===== src/rtl/rtc_pkg.sv =====
// Shared definitions for the RTC key/display block.
//   SEED_DEFAULT : reset key, also used when a zero key is loaded
//   TAPS_DEFAULT : Galois LFSR feedback mask
//   NUM_DIGITS   : digits on the multiplexed 7-seg display
//   hex_to_seg() : hex nibble -> {g,f,e,d,c,b,a}, active-high
package rtc_pkg;

   localparam logic [15:0] SEED_DEFAULT = 16'hACE1;
   localparam logic [15:0] TAPS_DEFAULT = 16'hB400;
   localparam int          NUM_DIGITS   = 4;

   function automatic logic [6:0] hex_to_seg(input logic [3:0] nib);
      logic [6:0] seg;
      case (nib)
         4'h0:    seg = 7'h3F;
         4'h1:    seg = 7'h06;
         4'h2:    seg = 7'h5B;
         4'h3:    seg = 7'h4F;
         4'h4:    seg = 7'h66;
         4'h5:    seg = 7'h6D;
         4'h6:    seg = 7'h7D;
         4'h7:    seg = 7'h07;
         4'h8:    seg = 7'h7F;
         4'h9:    seg = 7'h6F;
         4'hA:    seg = 7'h77;
         4'hB:    seg = 7'h7C;
         4'hC:    seg = 7'h39;
         4'hD:    seg = 7'h5E;
         4'hE:    seg = 7'h79;
         default: seg = 7'h71;
      endcase
      return seg;
   endfunction

endpackage


===== src/rtl/rtc_tick_sync.sv =====
// Turns a slow divider output into one-cycle ticks in the sys_clk domain.
// Every level change (rising or falling) of level_in is one tick.
//   sys_clk  : system clock
//   rst_n    : asynchronous active-low reset
//   level_in : slow level from the divider (asynchronous to sys_clk)
//   tick_out : high for one sys_clk cycle per level change
module rtc_tick_sync
   import rtc_pkg::*;
(
   input  logic sys_clk,
   input  logic rst_n,
   input  logic level_in,
   output logic tick_out
);

   logic       s1;
   logic       s2;
   logic       prv;
   logic [1:0] warm_cnt;

   always_ff @(posedge sys_clk or negedge rst_n) begin
      if (!rst_n) begin
         s1       <= 1'b0;
         s2       <= 1'b0;
         prv      <= 1'b0;
         warm_cnt <= 2'd0;
      end else begin
         s1  <= level_in;
         s2  <= s1;
         prv <= s2;
         if (warm_cnt != 2'd3) begin
            warm_cnt <= warm_cnt + 2'd1;
         end
      end
   end

   // The flops come out of reset at 0, so a level that is already high at
   // release would look like a change. Suppressing ticks for the first three
   // edges after release covers exactly that pipeline fill.
   assign tick_out = (s2 ^ prv) & (warm_cnt == 2'd3);

endmodule


===== src/rtl/rtc_key_display.sv =====
// Key generator and display driver fed by the RTC divider outputs.
// clk_5s toggles step a 16-bit Galois LFSR key; clk_500Hz toggles scan a
// 4-digit multiplexed 7-seg display showing the key in hex.
//   sys_clk   : system clock, the only clock
//   rst_n     : asynchronous active-low reset
//   clk_500Hz : scan tick level (each toggle = advance one digit)
//   clk_5s    : key tick level (each toggle = one LFSR step)
//   load_en   : load load_key this cycle (beats a same-cycle key tick)
//   load_key  : key to load; zero is replaced by SEED
//   key       : current key, never zero
//   key_valid : one-cycle pulse after every key update
//   key_count : key ticks since reset or last load, wraps at 256
//   digit_an  : active-low digit enables, one-hot-zero
//   seg       : active-high segments {g,f,e,d,c,b,a}
module rtc_key_display
   import rtc_pkg::*;
#(
   parameter logic [15:0] SEED = SEED_DEFAULT,
   parameter logic [15:0] TAPS = TAPS_DEFAULT
)
(
   input  logic        sys_clk,
   input  logic        rst_n,
   input  logic        clk_500Hz,
   input  logic        clk_5s,
   input  logic        load_en,
   input  logic [15:0] load_key,
   output logic [15:0] key,
   output logic        key_valid,
   output logic [7:0]  key_count,
   output logic [3:0]  digit_an,
   output logic [6:0]  seg
);

   localparam int IDX_W = $clog2(NUM_DIGITS);

   logic             scan_tick;
   logic             key_tick;
   logic [IDX_W-1:0] idx;
   logic [IDX_W-1:0] idx_nxt;
   logic [15:0]      lfsr_nxt;
   logic [3:0]       nib_nxt;

   rtc_tick_sync u_scan_sync (
      .sys_clk  (sys_clk),
      .rst_n    (rst_n),
      .level_in (clk_500Hz),
      .tick_out (scan_tick)
   );

   rtc_tick_sync u_key_sync (
      .sys_clk  (sys_clk),
      .rst_n    (rst_n),
      .level_in (clk_5s),
      .tick_out (key_tick)
   );

   always_comb begin
      idx_nxt  = scan_tick ? idx + 1'b1 : idx;
      lfsr_nxt = (key >> 1) ^ (key[0] ? TAPS : 16'h0000);
      // Segments are built from the key as it stands before this edge's
      // update, so seg trails a key change by one cycle while digit_an and
      // seg always refer to the same digit.
      nib_nxt  = key[{idx_nxt, 2'b00} +: 4];
   end

   always_ff @(posedge sys_clk or negedge rst_n) begin
      if (!rst_n) begin
         key       <= SEED;
         key_valid <= 1'b0;
         key_count <= 8'd0;
         idx       <= '0;
         digit_an  <= 4'b1110;
         seg       <= hex_to_seg(SEED[3:0]);
      end else begin
         if (load_en) begin
            // A key tick in the same cycle is intentionally discarded.
            key       <= (load_key == 16'h0000) ? SEED : load_key;
            key_count <= 8'd0;
            key_valid <= 1'b1;
         end else if (key_tick) begin
            key       <= lfsr_nxt;
            key_count <= key_count + 8'd1;
            key_valid <= 1'b1;
         end else begin
            key_valid <= 1'b0;
         end
         idx      <= idx_nxt;
         digit_an <= ~(4'b0001 << idx_nxt);
         seg      <= hex_to_seg(nib_nxt);
      end
   end

endmodule


===== config.mk =====
export PLATFORM = sky130hd
export DESIGN_NAME = rtc_key_display
export DESIGN_NICKNAME = d
export VERILOG_FILES = /design/src/rtl/rtc_pkg.sv /design/src/rtl/rtc_tick_sync.sv /design/src/rtl/rtc_key_display.sv
export SDC_FILE = /design/constraint.sdc
export NUM_CORES = 1
export LEC_CHECK = 0
export CORE_ASPECT_RATIO = 0.9
export CORE_MARGIN = 3
export CORE_UTILIZATION = 63
export CTS_BUF_LIST = sky130_fd_sc_hd__clkbuf_8 sky130_fd_sc_hd__clkbuf_16
export CTS_CLUSTER_SIZE = 10
export DETAILED_ROUTE_END_ITERATION = 12
export DONT_BUFFER_PORTS = 1
export HOLD_SLACK_MARGIN = 0.03
export PLACE_DENSITY_LB_ADDON = 0.25
export SYNTH_ARGS = -nofsm -noshare
export SYNTH_HDL_FRONTEND = slang
export SYNTH_SLANG_ARGS = --single-unit

===== constraint.sdc =====
create_clock -name sys_clk -period 3.4 [get_ports sys_clk]
set_clock_uncertainty 0.1 [all_clocks]
set_input_delay 0.51 -clock sys_clk [delete_from_list [all_inputs] [get_ports sys_clk]]
set_output_delay 0.51 -clock sys_clk [all_outputs]
set_load 0.005 [all_outputs]

==> impl_summary.log <==
[metrics] Crit path buffers/inverters: 3
[metrics] total CTS buffers: 5
[metrics] Post-Synthesis Mean Instance Area: 10.5 sq um
[metrics] class of the tightest hold or removal check: input pin to flop
[metrics] unrepaired setup endpoints after global routing: false
[metrics] final clock period utilization by the worst path: between 80 and 90%
[metrics] buffer cell driving the clock tree root: sky130_fd_sc_hd__clkbuf_8
[metrics] y dimension of the die: around 67 microns
[metrics] routed wirelength normalized by instance count: around 18 microns
[metrics] most common cell in the synthesized netlist: sky130_fd_sc_hd__dfrtp_1
[metrics] number of detailed-route iterations in the first pass: 4
[metrics] ys flop type: sky130_fd_sc_hd__dfrtp_1
[metrics] highest cell delay on the worst timing path: approximately 0.48 ns
[metrics] Clock Path Buffers: 2
[metrics] series of cell instances along the critical path: ha_1 > inv_1 > nor2_2 > o21ai_0 > a2111oi_4 > inv_1 > ha_1 > inv_1 > mux2i_1 > mux2_2
[metrics] floorplan row count: 21
[metrics] global-route total usage across every layer: between 20% and 30%
[metrics] element type at the critical path start: flop
[metrics] post-CTS setup buffer count: 0
[metrics] highest-delay cell along the critical path: sky130_fd_sc_hd__ha_1
[metrics] cell types occupying the most area after synthesis: sky130_fd_sc_hd__dfrtp_1 (34%), sky130_fd_sc_hd__dfstp_2 (13%), sky130_fd_sc_hd__mux2i_1 (5.8%)
[metrics] insertion delay of the later-clocked pin in the worst-skew pair: approximately 0.30 ns
[metrics] post-detail-place hpwl: ~3.7 mm
[metrics] list of most frequent post-synthesis cells: sky130_fd_sc_hd__dfrtp_1 (35), sky130_fd_sc_hd__nor2_1 (32), sky130_fd_sc_hd__nand2_1 (16)
[metrics] x dimension of the die: around 74 microns
[metrics] I/O pins: 57
[metrics] relative max-transition margin: between 40% and 50%
[metrics] Mapped Cells: roughly 250
[metrics] Final nets: approximately 280
[metrics] effective utilization at floorplan: approximately two thirds
[metrics] hold bufs inserted after CTS: 2
[metrics] total number of yosys warnings: 0
[metrics] number of H-tree levels: 2
[metrics] share of flip-flops with an asynchronous set or reset after synthesis: 100%
[metrics] overall die area: about 4900 sq um
[metrics] maximum net fanout on the critical path: 13
[metrics] arrival time at the worst endpoint: between 3 and 4 ns
[metrics] crit-path leading delay family: adder cells
[metrics] filler cell count in the final layout: between 300 and 400
[metrics] Max Cap Viol: 0
[metrics] vias in the first global route: 1817
[metrics] Clk pin slew, worst setup/hold paths: around 0.090 ns
[metrics] Synth top area share: between 30% and 40%
[metrics] Remaining DRCs: 0
[metrics] Setup crit end kind: flop
[metrics] fraction of layout cells with a size suffix above 1: between 15 and 20%
[metrics] most numerous cell on the critical path: sky130_fd_sc_hd__inv_1
[metrics] CTS tree: yes
[metrics] final design utilization: 71.5%
[metrics] Detail Route Antenna Nets: 0
[metrics] Detailed Route Iter0 Violations: 87
[metrics] vias post-DR: approximately 1800
[metrics] critical setup path kind: flop to flop
[metrics] largest net degree at the start of global routing: ~50
[metrics] share of synthesized area occupied by flip-flops and latches: a little under half
[metrics] Highest Clock Rate: roughly 340 MHz
[metrics] final setup fails: 0
[metrics] Post-CTS Resized: 0
[metrics] cell total after placement: roughly 280
[metrics] weighted congestion reported at the end of routability-driven placement: ~0.87
[metrics] Final Hold Fails: 0
[metrics] leakage: between 1 and 1.5 nW
[metrics] layout-stage area growth over the synthesis result: 6.10%
[metrics] Vias per Instance: around 6.1
[metrics] number of pins exceeding their max-slew limit in the final report: 0
[metrics] PwrDens: roughly 750 nW/um^2
[metrics] post-layout instance count excluding filler cells: around 290
[metrics] antenna violations before repair: 0
[metrics] transition time at the pin with the least slew margin: approximately 0.88 ns
[metrics] result of the run: complete, no violations
[metrics] placeable core region: roughly 3800 sq um
[metrics] wire length of the first global-routing pass: 8.64 mm
[metrics] number of enable flip-flop cells after synthesis: 0
[metrics] Mapped Nets: ~280
[metrics] final total negative setup slack: 0 ns
[metrics] Worst IR Drop VDD: 471 uV
[metrics] top cell type by total area after synthesis: sky130_fd_sc_hd__dfrtp_1
[metrics] distinct cell type count of the synthesized netlist: 46
[metrics] cell area after synthesis: ~2600 sq um
[metrics] Req. time, crit path: between 3 and 4 ns
[metrics] min Tclk post-route: around 3.0 ns
[metrics] total gr overflow: 0
[metrics] port bufs: 0
[metrics] overall routed net length: between 5 and 6 mm
[metrics] Sinks on Clock Net: 48
[metrics] count of antenna diodes in the layout: 0
[metrics] flip-flop and latch count after synthesis: 48
==> worst paths after layout <==
kind | startpoint | end | slack [ns] | depth (start not counted)
max in group asynchronous | rst_n | seg[1] | 2.32 | 2
worst max register to register | u_scan_sync.warm_cnt[0] | seg[3] | 0.43 | 10
min in group asynchronous | rst_n | key_count[0] | 0.60 | 2
worst min-delay path | clk_5s | u_key_sync.s1 | 0.13 | 0
worst min register to register | u_scan_sync.s1 | u_scan_sync.s2 | 0.25 | 0
worst max-delay path | u_scan_sync.warm_cnt[0] | seg[3] | 0.43 | 10
==> registers in the layout (all words and copies together) (netlist names), 2 cells and up <==
signal                cells
u_key_sync.warm_cnt       2
seg                       7
u_scan_sync.warm_cnt      2
idx                       2
key                      16
key_count                 8
digit_an                  4
==> power by group <==
group / total (W) / internal (W) / switching (W)
sequential: 0.000838 / 0.000705 / 0.000133
clock: 0.000416 / 0.000221 / 0.000195
combinational: 0.000798 / 0.000386 / 0.000412
==> metal layers <==
metal  global-route usage (%)  part of all wire (%)  wire length, microns  vias to the layer above
met2                     36.2                    46                  2350                       55
met1                     30.0                    45                  2310                      857
met5                        0                     0                     0                        -
li1                         -                     -                     -                      864
met3                     7.99                   7.5                   386                        6
met4                     7.69                   1.5                    75                        0
==> through the flow <==
stage,total power [W],worst slack (ns),instance area [sq um],hold slack (ns)
final,0.00205,0.434,2740,0.125
after global routing,0.00221,0.226,2740,0.103
after CTS,0.00206,0.455,2740,0.116
after detailed placement,0.00163,0.476,2590,0.115
after global placement,0.00161,0.572,2590,0.115
after floorplan,0.00151,0.759,2580,0.114
==> layout by cell type, fill, tap and decap left out, drive strengths merged, types with 5 or more instances in the layout <==
cell type  synthesis  final
xnor2             10     10
o21ai             13     13
a21oi              9      9
dfrtp             35     35
inv                5      5
o22a               8      8
mux2               7      7
clkbuf             8      5
ha                10     10
nand2             17     17
mux2i             15     15
dfstp             13     13
nand2b             5      5
xor2               8      8
nor2              33     33
nand3              5      5
nor4               5      5
==> cells by family after synthesis <==
family,share of synthesized area (%)
xor gates and xnor gates,6.39
AOI/OAI and AO/OA,13.7
DFF,47.1
buffers and inverters,3.68
muxes,8.86
and+or+nand+nor,15.4
adders and majority gates,4.84
==> cell type report <==
type	count	area (sq um)	share of cell area, %
Clock buffer	5	68.8	2.51
Clock inverter	3	47.5	1.73
Inverter	5	18.8	0.685
Multi-Input combinational cell	179	1270	46.4
Sequential cell	48	1220	44.4
Tap cell	46	57.6	2.10
Timing Repair Buffer	5	60.1	2.19
No activity file was read; power rests on OpenSTA's default activity.
